`config.mk`:
```
export PLATFORM = sky130hd
export DESIGN_NAME = pool_job_sched
export DESIGN_NICKNAME = d
export VERILOG_FILES = /design/src/rtl/pool_job_sched.sv
export SDC_FILE = /design/constraint.sdc
export NUM_CORES = 1
export LEC_CHECK = 0
export CORE_MARGIN = 8
export CORE_UTILIZATION = 30
export DETAILED_ROUTE_END_ITERATION = 16
export GPL_ROUTABILITY_DRIVEN = 0
export MAX_ROUTING_LAYER = met4
export PLACE_DENSITY = 0.47
export SYNTH_ARGS = -nofsm -noshare
export SYNTH_HDL_FRONTEND = slang
export SYNTH_SLANG_ARGS = --single-unit
export TNS_END_PERCENT = 10
```
`constraint.sdc`:
```
create_clock -name CLK -period 3.3 [get_ports CLK]
set_input_delay 0.33 -clock CLK [delete_from_list [all_inputs] [get_ports CLK]]
set_output_delay 0.33 -clock CLK [all_outputs]
set_load 0.02 [all_outputs]
```
`src/rtl/pool_job_sched.sv`:
```
// ---------------------------------------------------------------------------
// pool_job_sched
//
// Job scheduler for the pooling datapath. Jobs ({flen, inch}) are pushed into
// a small FIFO. While run_en is high, the scheduler pops one job at a time and
// runs it through the datapath handshake:
//   IDLE -> RST (pool_rstn low for RST_CYC cycles) -> START (one-cycle
//   pool_start) -> WAIT (until pool_done) -> DONE (count job) -> IDLE
//
// Optional feature (macro POOL_SCHED_TIMEOUT_EN):
//   When defined, WAIT is bounded by TIMEOUT_CYC cycles. On expiry the job is
//   abandoned, err_timeout is set, and jobs_done is not incremented. When the
//   macro is undefined, no counter is built and err_timeout is tied to 0.
//
// Parameters
//   DEPTH       job-queue entries (power of 2, 2..16)
//   RST_CYC     cycles pool_rstn is held low before each job (>= 1)
//   TIMEOUT_CYC maximum WAIT cycles per job (timeout build only)
//
// Ports
//   CLK, RESET          clock, asynchronous active-high reset
//   job_wr              push {job_flen, job_inch} when high
//   job_flen, job_inch  job descriptor fields
//   run_en              dispatch enable (current job always finishes)
//   err_clr             clears err_ovf / err_timeout (a same-cycle set wins)
//   pool_done           completion pulse from the datapath (honoured in WAIT)
//   pool_start          one-cycle start pulse to the datapath
//   pool_rstn           active-low datapath reset, low only in RST
//   Flen, num_INCH      descriptor of the job being / last dispatched
//   job_full, level     queue full flag and occupancy
//   busy                high whenever the FSM is not IDLE
//   jobs_done           completed-job counter (wraps at 256)
//   err_ovf             sticky: a push was dropped because the queue was full
//   err_timeout         sticky: a job exceeded TIMEOUT_CYC WAIT cycles
// ---------------------------------------------------------------------------
module pool_job_sched #(
  parameter int DEPTH       = 4,
  parameter int RST_CYC     = 2,
  parameter int TIMEOUT_CYC = 65535
) (
  input  logic                     CLK,
  input  logic                     RESET,
  input  logic                     job_wr,
  input  logic [5:0]               job_flen,
  input  logic [8:0]               job_inch,
  input  logic                     run_en,
  input  logic                     err_clr,
  input  logic                     pool_done,
  output logic                     pool_start,
  output logic                     pool_rstn,
  output logic [5:0]               Flen,
  output logic [8:0]               num_INCH,
  output logic                     job_full,
  output logic [$clog2(DEPTH):0]   level,
  output logic                     busy,
  output logic [7:0]               jobs_done,
  output logic                     err_ovf,
  output logic                     err_timeout
);

  localparam int PW  = $clog2(DEPTH);
  localparam int LW  = PW + 1;
  localparam int RCW = (RST_CYC > 1) ? $clog2(RST_CYC) : 1;
  localparam logic [LW-1:0]  DEPTH_L  = LW'(DEPTH);
  localparam logic [RCW-1:0] RST_LAST = RCW'(RST_CYC - 1);

  // Elaboration-time sanity checks on the configuration.
  if (DEPTH < 2 || DEPTH > 16 || (DEPTH & (DEPTH - 1)) != 0) begin : g_bad_depth
    $error("pool_job_sched: DEPTH must be a power of 2 in 2..16");
  end
  if (RST_CYC < 1) begin : g_bad_rst_cyc
    $error("pool_job_sched: RST_CYC must be at least 1");
  end
  if (TIMEOUT_CYC < 1) begin : g_bad_timeout
    $error("pool_job_sched: TIMEOUT_CYC must be at least 1");
  end

  typedef enum logic [2:0] {
    IDLE,
    RST,
    START,
    WAIT,
    DONE
  } state_t;

  state_t         state;
  logic [14:0]    mem [DEPTH];
  logic [PW-1:0]  wr_ptr;
  logic [PW-1:0]  rd_ptr;
  logic [RCW-1:0] rst_cnt;
  logic           pop;
  logic           push;
  logic           ovf_set;

  // A pop frees a slot in the same cycle, so a push at full is still taken
  // when it coincides with a dispatch.
  assign pop      = (state == IDLE) && run_en && (level != '0);
  assign job_full = (level == DEPTH_L);
  assign push     = job_wr && (!job_full || pop);
  assign ovf_set  = job_wr && !push;
  assign busy     = (state != IDLE);

  // Queue storage needs no reset: the pointers and level define validity.
  always_ff @(posedge CLK) begin
    if (push) begin
      mem[wr_ptr] <= {job_flen, job_inch};
    end
  end

  // Queue pointers and occupancy. DEPTH is a power of two, so the pointers
  // wrap naturally.
  always_ff @(posedge CLK or posedge RESET) begin
    if (RESET) begin
      wr_ptr <= '0;
      rd_ptr <= '0;
      level  <= '0;
    end else begin
      if (push) wr_ptr <= wr_ptr + PW'(1);
      if (pop)  rd_ptr <= rd_ptr + PW'(1);
      case ({push, pop})
        2'b10:   level <= level + LW'(1);
        2'b01:   level <= level - LW'(1);
        default: level <= level;
      endcase
    end
  end

  // Sticky overflow flag; a new overflow in the clearing cycle keeps it set.
  always_ff @(posedge CLK or posedge RESET) begin
    if (RESET) begin
      err_ovf <= 1'b0;
    end else begin
      err_ovf <= ovf_set | (err_ovf & ~err_clr);
    end
  end

`ifdef POOL_SCHED_TIMEOUT_EN
  localparam int TW = (TIMEOUT_CYC > 1) ? $clog2(TIMEOUT_CYC) : 1;
  localparam logic [TW-1:0] TO_LAST = TW'(TIMEOUT_CYC - 1);

  logic [TW-1:0] wait_cnt;
  logic          timeout_hit;

  // pool_done on the final WAIT cycle still completes the job normally.
  assign timeout_hit = (state == WAIT) && !pool_done && (wait_cnt == TO_LAST);

  // Sticky timeout flag; expiry in the clearing cycle keeps it set.
  always_ff @(posedge CLK or posedge RESET) begin
    if (RESET) begin
      err_timeout <= 1'b0;
    end else begin
      err_timeout <= timeout_hit | (err_timeout & ~err_clr);
    end
  end
`else
  assign err_timeout = 1'b0;
`endif

  // Dispatch FSM. pool_rstn defaults high and is only pulled low on the way
  // into and during RST, so it rises on the first clock after RESET.
  always_ff @(posedge CLK or posedge RESET) begin
    if (RESET) begin
      state      <= IDLE;
      pool_start <= 1'b0;
      pool_rstn  <= 1'b0;
      Flen       <= '0;
      num_INCH   <= '0;
      jobs_done  <= '0;
      rst_cnt    <= '0;
`ifdef POOL_SCHED_TIMEOUT_EN
      wait_cnt   <= '0;
`endif
    end else begin
      pool_rstn  <= 1'b1;
      pool_start <= 1'b0;
      case (state)
        IDLE: begin
          if (pop) begin
            state              <= RST;
            pool_rstn          <= 1'b0;
            rst_cnt            <= '0;
            {Flen, num_INCH}   <= mem[rd_ptr];
          end
        end
        RST: begin
          if (rst_cnt == RST_LAST) begin
            state      <= START;
            pool_start <= 1'b1;
          end else begin
            pool_rstn <= 1'b0;
            rst_cnt   <= rst_cnt + RCW'(1);
          end
        end
        START: begin
          state <= WAIT;
`ifdef POOL_SCHED_TIMEOUT_EN
          wait_cnt <= '0;
`endif
        end
        WAIT: begin
          if (pool_done) begin
            state <= DONE;
`ifdef POOL_SCHED_TIMEOUT_EN
          end else if (timeout_hit) begin
            state <= IDLE;
          end else begin
            wait_cnt <= wait_cnt + TW'(1);
`endif
          end
        end
        DONE: begin
          jobs_done <= jobs_done + 8'd1;
          state     <= IDLE;
        end
        default: state <= IDLE;
      endcase
    end
  end

endmodule

```
==> flow_metrics.tcl, run 1 <==
set metrics [dict create \
    status "finished clean" \
    slew_viol_final 0 \
    hold_path.class "input port to async pin" \
    diodes 0 \
    cp_max_fo 9 \
    ff_latch_area_sq_mm 0.00273 \
    port_buffers 51 \
    placedCellCount 440 \
    clock-sinks 97 \
    post_cts_resized 0 \
    io_pins 53 \
    async_reset_ff_frac 0.381 \
    crit_type "flop to flop" \
    viasPerCell 4.41 \
    ys_seq_area_frac 0.701 \
    post_drt_wl_per_cell_um 16.2 \
    postCtsSetupRepairBufs 0 \
    ys_top_cells_by_area "edfxtp_1 46%, dfrtp_1 24%, mux4_2 8.7%" \
    cp_top_family "simple AND/OR/NAND/NOR gates" \
    fp-row-count 41 \
    netlist_area_sq_mm 0.00389 \
    finalSetupTns_ns 0 \
    synth-edff-count 60 \
    synth_flop_cell "edfxtp_1" \
    holdBufCountCts 0 \
    r2r_slack_ns 0.89 \
    slew_headroom 0.477 \
    synthesis.nets 249 \
    r2r_start "state[0]" \
    syn_inst 222 \
    drc 0 \
    ir_worst_vdd_uv 367 \
    clockBufferDepth 2 \
    synth_cell_types 39 \
    fin_nets 306 \
    num_vias 2012 \
    finalCritPeriodShare 0.731 \
    drive_gt1_frac 0.173 \
    dp_hpwl_um 4800 \
    tritoncts "built" \
    clkLatencyLatePin_ns 0.34 \
    drt-initial-drc-count 167 \
    synth_area_leader_cell "edfxtp_1" \
    cts_buffers 9 \
    ys_warn_count 0 \
    worstSetupStartpointType "flop" \
    totalWireLength_um 7370 \
    initial_core_util 0.307 \
    hold_slack_ns 0.255 \
    crit_required_ns 3.52 \
    root_buffer "clkbuf_16" \
    grt_pass1_wl_um 11800 \
    coreArea_sq_mm 0.0127 \
    finalHoldViolations 0 \
    cp-end-kind "flop" \
    crit_arrival_ns 2.63 \
    fmax_mhz 414 \
    grt_max_degree 32 \
    stdcell_count 456 \
    avgSynthCellArea_sq_um 17.5 \
    ys_ff_latch 97 \
    leakagePower_nw 1.79 \
    multi_input_area_sq_mm 0.00106 \
    synth.most_common_cell "edfxtp_1" \
    worstSetupStartpoint "state[0]" \
    synth_top_area_frac 0.463 \
    die_area_sq_mm 0.0169 \
    overflow 0 \
    finalSetupViolCount 0 \
    area_delta_synth_final_pct 25.5 \
    rsz0062_at_grt "no" \
    fin_crit_ns 2.41 \
    grt_use_total 0.0964 \
    final.fill_count 1228 \
    die_h_um 130 \
    antenna_found_initial 0 \
    cp_cell_sequence "nor4b_4, o31a_2, nand2_1, fa_1, nor2b_1, mux2i_1, a22oi_1, o21ai_0" \
    pwr_density_cell_mw_per_mm2 883 \
    grt_pass1_vias 2118 \
    cp.buffers_inverters 0 \
    yosys-top-cells-count "60 x edfxtp_1, 37 x dfrtp_1, 15 x mux4_2, 10 x mux2_2" \
    htreeDepth 3 \
    skew_ns 0.00590 \
    die_w_um 130 \
    cap_violations 0 \
    dr.pass1.iters 4 \
    clk_pin_slew_ns 0.07 \
    crit_slowest_cell "nor4b_4" \
    ant_nets 0 \
    tightest_slew_ns 0.784 \
    cpPeakStageDelay_ns 0.56 \
]
==> kinds of logic after synthesis <==
logic type,Yosys count,share of synthesized area
mux,33,0.138
fa+ha+maj,6,0.0212
simple gates,36,0.0549
flops,97,0.701
compound gates,16,0.0289
xor+xnor,12,0.0270
buf+inv,21,0.0280
other cells,1,0.000963
==> cells in the final DEF, fill, tap and decap left out, types with 2 or more instances in the layout <==
cell type        instances
clkbuf_16                9
nand3_1                  6
mux2_1                   7
and2_1                   5
o221ai_1                 2
o21ai_0                  2
nor2b_1                  2
clkdlybuf4s50_1         51
a21oi_1                  4
edfxtp_1                60
clkbuf_8                 2
mux4_2                  15
nand2b_1                 2
nand2_1                  8
xnor2_1                  9
or3_1                    2
inv_1                    9
nand3b_1                 2
and3_1                   2
buf_4                    7
dfrtp_1                 37
nor2_1                   4
ha_1                     5
xor2_1                   3
mux2_2                  10
==> per-layer routing <==
metal | global-route usage | up-vias | share of wire
li1 | - | 949 | -
met3 | 0.0339 | 6 | 0.055
met1 | 0.116 | 1012 | 0.45
met5 | - | - | 0
met4 | 0.0369 | 0 | 0.012
met2 | 0.147 | 45 | 0.48
==> per-stage QoR <==
| stage | worst slack, ns | util | power (W) | cell area, sq um |
|---|---|---|---|---|
| CTS | 0.889 | 0.386 | 0.00440 | 4890 |
| global route | 0.701 | 0.386 | 0.00458 | 4890 |
| finish | 0.887 | 0.386 | 0.00431 | 4890 |
| detailed placement | 0.649 | 0.363 | 0.00338 | 4600 |
| global placement | 0.697 | 0.363 | 0.00337 | 4600 |
| floorplan | 0.935 | - | 0.00281 | 3890 |
==> state kept, by name (all words and copies together), names as in the netlist <==
| signal | flops |
|---|---|
| pool_start | 1 |
| state | 3 |
| wr_ptr | 2 |
| jobs_done | 8 |
| err_ovf | 1 |
| num_INCH | 9 |
| rst_cnt | 1 |
| Flen | 6 |
| pool_rstn | 1 |
| rd_ptr | 2 |
| mem | 60 |
| level | 3 |
==> final cells by class <==
type | instances | share of cell area
Clock inverter | 5 | 0.00768
Inverter | 9 | 0.00691
Sequential cell | 97 | 0.558
Multi-Input combinational cell | 104 | 0.216
Clock buffer | 11 | 0.0517
Timing Repair Buffer | 58 | 0.115
Tap cell | 172 | 0.0440
==> report_power, final <==
part | total (W) | leakage [nW] | internal [W] | switching, W
clock network | 0.00101 | 0.145 | 0.000558 | 0.000450
logic | 0.00139 | 0.641 | 0.000745 | 0.000646
registers | 0.00191 | 1.00 | 0.00164 | 0.000271
total | 0.00431 | 1.79 | 0.00295 | 0.00137
==> path summary, 6_finish.rpt <==
check	endpoint	cells after the start
setup / recovery	level[2]	8
hold / removal	Flen[4]	2
setup reg to reg	level[2]	8
hold reg to reg	jobs_done[7]	1
max in group asynchronous	Flen[5]	3
min in group CLK	jobs_done[7]	1
Note: power is estimated with default switching activity, not from simulation.
==> inputs of run 2 (changes only) <==
--- a/config.mk
+++ b/config.mk
@@ -10,7 +10,7 @@
 export DETAILED_ROUTE_END_ITERATION = 16
 export GPL_ROUTABILITY_DRIVEN = 0
 export MAX_ROUTING_LAYER = met4
-export PLACE_DENSITY = 0.47
+export PLACE_DENSITY = 0.49
 export SYNTH_ARGS = -nofsm -noshare
 export SYNTH_HDL_FRONTEND = slang
 export SYNTH_SLANG_ARGS = --single-unit
==> constraint.sdc (replaced) <==
create_clock -name CLK -period 2.14 [get_ports CLK]
set_input_delay 0.214 -clock CLK [delete_from_list [all_inputs] [get_ports CLK]]
set_output_delay 0.214 -clock CLK [all_outputs]
set_load 0.02 [all_outputs]
==> flow_metrics.tcl, run 2 (synthesis gave the netlist of run 1 again) <==
set metrics [dict create \
    reg_top3 "mem: 60 flops, num_INCH: 9 flops, jobs_done: 8 flops" \
    diodes 0 \
    antenna_found_initial 0 \
    grt_pass1_vias 2115 \
    tightest_slew_ns 0.525 \
    viasPerCell 4.43 \
    cp_cell_sequence "buf_4, or3_1, clkdlybuf4s50_1" \
    totalWireLength_um 7320 \
    fin_nets 316 \
    num_vias 2062 \
    crit_type "flop to output port" \
    post_drt_wl_per_cell_um 15.7 \
    skew_ns 0.00489 \
    final_cell_mix "60 x edfxtp_1, 50 x clkdlybuf4s50_1, 37 x dfrtp_1" \
    area_delta_synth_final_pct 29.3 \
    largest_register_ffs 60 \
    postCtsSetupRepairBufs 0 \
    htreeDepth 3 \
    root_buffer "clkbuf_16" \
    tritoncts "built" \
    grt_pass1_wl_um 11600 \
    finalHoldViolations 0 \
    worstSetupStartpointType "flop" \
    r2r_end "level[1]" \
    pwr_density_cell_mw_per_mm2 1360 \
    grt_use_total 0.0958 \
    largest-register "mem" \
    hold_path.class "input port to async pin" \
    port_buffers 51 \
    finalCritPeriodShare 0.948 \
    crit_arrival_ns 1.81 \
    fin_crit_ns 2.03 \
    post_cts_resized 0 \
    slew_headroom 0.650 \
    clockBufferDepth 2 \
    reg2reg_depth 8 \
    dr.pass1.iters 4 \
    clk_pin_slew_ns 0.06 \
    coreArea_sq_mm 0.0127 \
    cpPeakStageDelay_ns 0.55 \
    clock-sinks 97 \
    die_area_sq_mm 0.0169 \
    cp_max_fo 8 \
    r2r_slack_ns 0.21 \
    drc 0 \
    final_common_cell "edfxtp_1" \
    clkLatencyLatePin_ns 0.33 \
    drive_gt1_frac 0.215 \
    crit_required_ns 1.93 \
    cap_violations 0 \
    fmax_mhz 493 \
    initial_core_util 0.307 \
    drt-initial-drc-count 144 \
    ant_nets 0 \
    overflow 0 \
    holdBufCountCts 0 \
    dp_hpwl_um 4820 \
    cts_buffers 9 \
    fin_util 0.397 \
    status "finished clean" \
    crit_slowest_cell "clkdlybuf4s50_1" \
    hold_slack_ns 0.325 \
    leakagePower_nw 1.88 \
    die_h_um 130 \
    r2r_start "state[1]" \
    grt_max_degree 38 \
    die_w_um 130 \
    fp-row-count 41 \
    ir_worst_vdd_uv 537 \
    cp-end-kind "output port" \
    io_pins 53 \
    rsz0062_at_grt "no" \
    finalSetupViolCount 0 \
    slew_viol_final 0 \
]
run 2: cell type report:
class / instances / area, sq um
clock buffers: 10 / 239
multi-input cells: 104 / 1070
well taps: 172 / 215
fillers: 1186 / 7630
flip-flops and latches: 97 / 2730
clock inverters: 5 / 56.3
repair buffers: 68 / 691
inverters: 9 / 33.8
run 2: stage by stage:
step                setup WS [ns]  cell area (sq um)  TNS (ns)  instances  power (W)
floorplan                  -0.146               3920     -3.26        222    0.00436
finish                      0.112               5040         0        465    0.00686
detailed placement        -0.0196               4740   -0.0196        450    0.00538
global route               0.0466               5040         0        465    0.00727
CTS                        0.0527               5030         0        465    0.00699
global placement           0.0359               4740         0        450    0.00536
run 2: worst max path at each step:
stage / slack, ns / cells past startpoint / startpoint / endpoint
floorplan: -0.15 / 10 / state[1] / level[1]
global placement: 0.04 / 9 / run_en / level[1]
detailed placement: -0.02 / 9 / run_en / level[2]
CTS: 0.05 / 3 / level[0] / job_full
global route: 0.05 / 3 / state[0] / busy
finish: 0.11 / 3 / state[0] / busy
run 2: metal layers:
metal | global-route usage | vias to the layer above | routed length [um]
met5 | - | - | 0
met4 | 0.0389 | 0 | 108
met3 | 0.0318 | 8 | 370
met2 | 0.148 | 49 | 3410
met1 | 0.113 | 1046 | 3430
li1 | - | 959 | -
run 2: worst max-delay path, delay by kind of cell, from the launching register on:
kind	cells	cell delay [ns]
AND/OR/NAND/NOR	1	0.36
buffers and inverters	2	0.72
flip-flops	1	0.40
run 2: power breakdown:
group | total [W] | internal, W | switching, W
clock network | 0.00157 | 0.000929 | 0.000646
registers | 0.00281 | 0.00254 | 0.000274
logic | 0.00247 | 0.00129 | 0.00118
==> inputs of run 3 (changes only) <==
--- a/config.mk
+++ b/config.mk
@@ -7,6 +7,7 @@
 export LEC_CHECK = 0
 export CORE_MARGIN = 8
 export CORE_UTILIZATION = 30
+export CTS_BUF_LIST = sky130_fd_sc_hd__clkbuf_8 sky130_fd_sc_hd__clkbuf_16
 export DETAILED_ROUTE_END_ITERATION = 16
 export GPL_ROUTABILITY_DRIVEN = 0
 export MAX_ROUTING_LAYER = met4
==> results of run 3 <==
The final DEF is identical to that of run 2; final timing and power are the same.
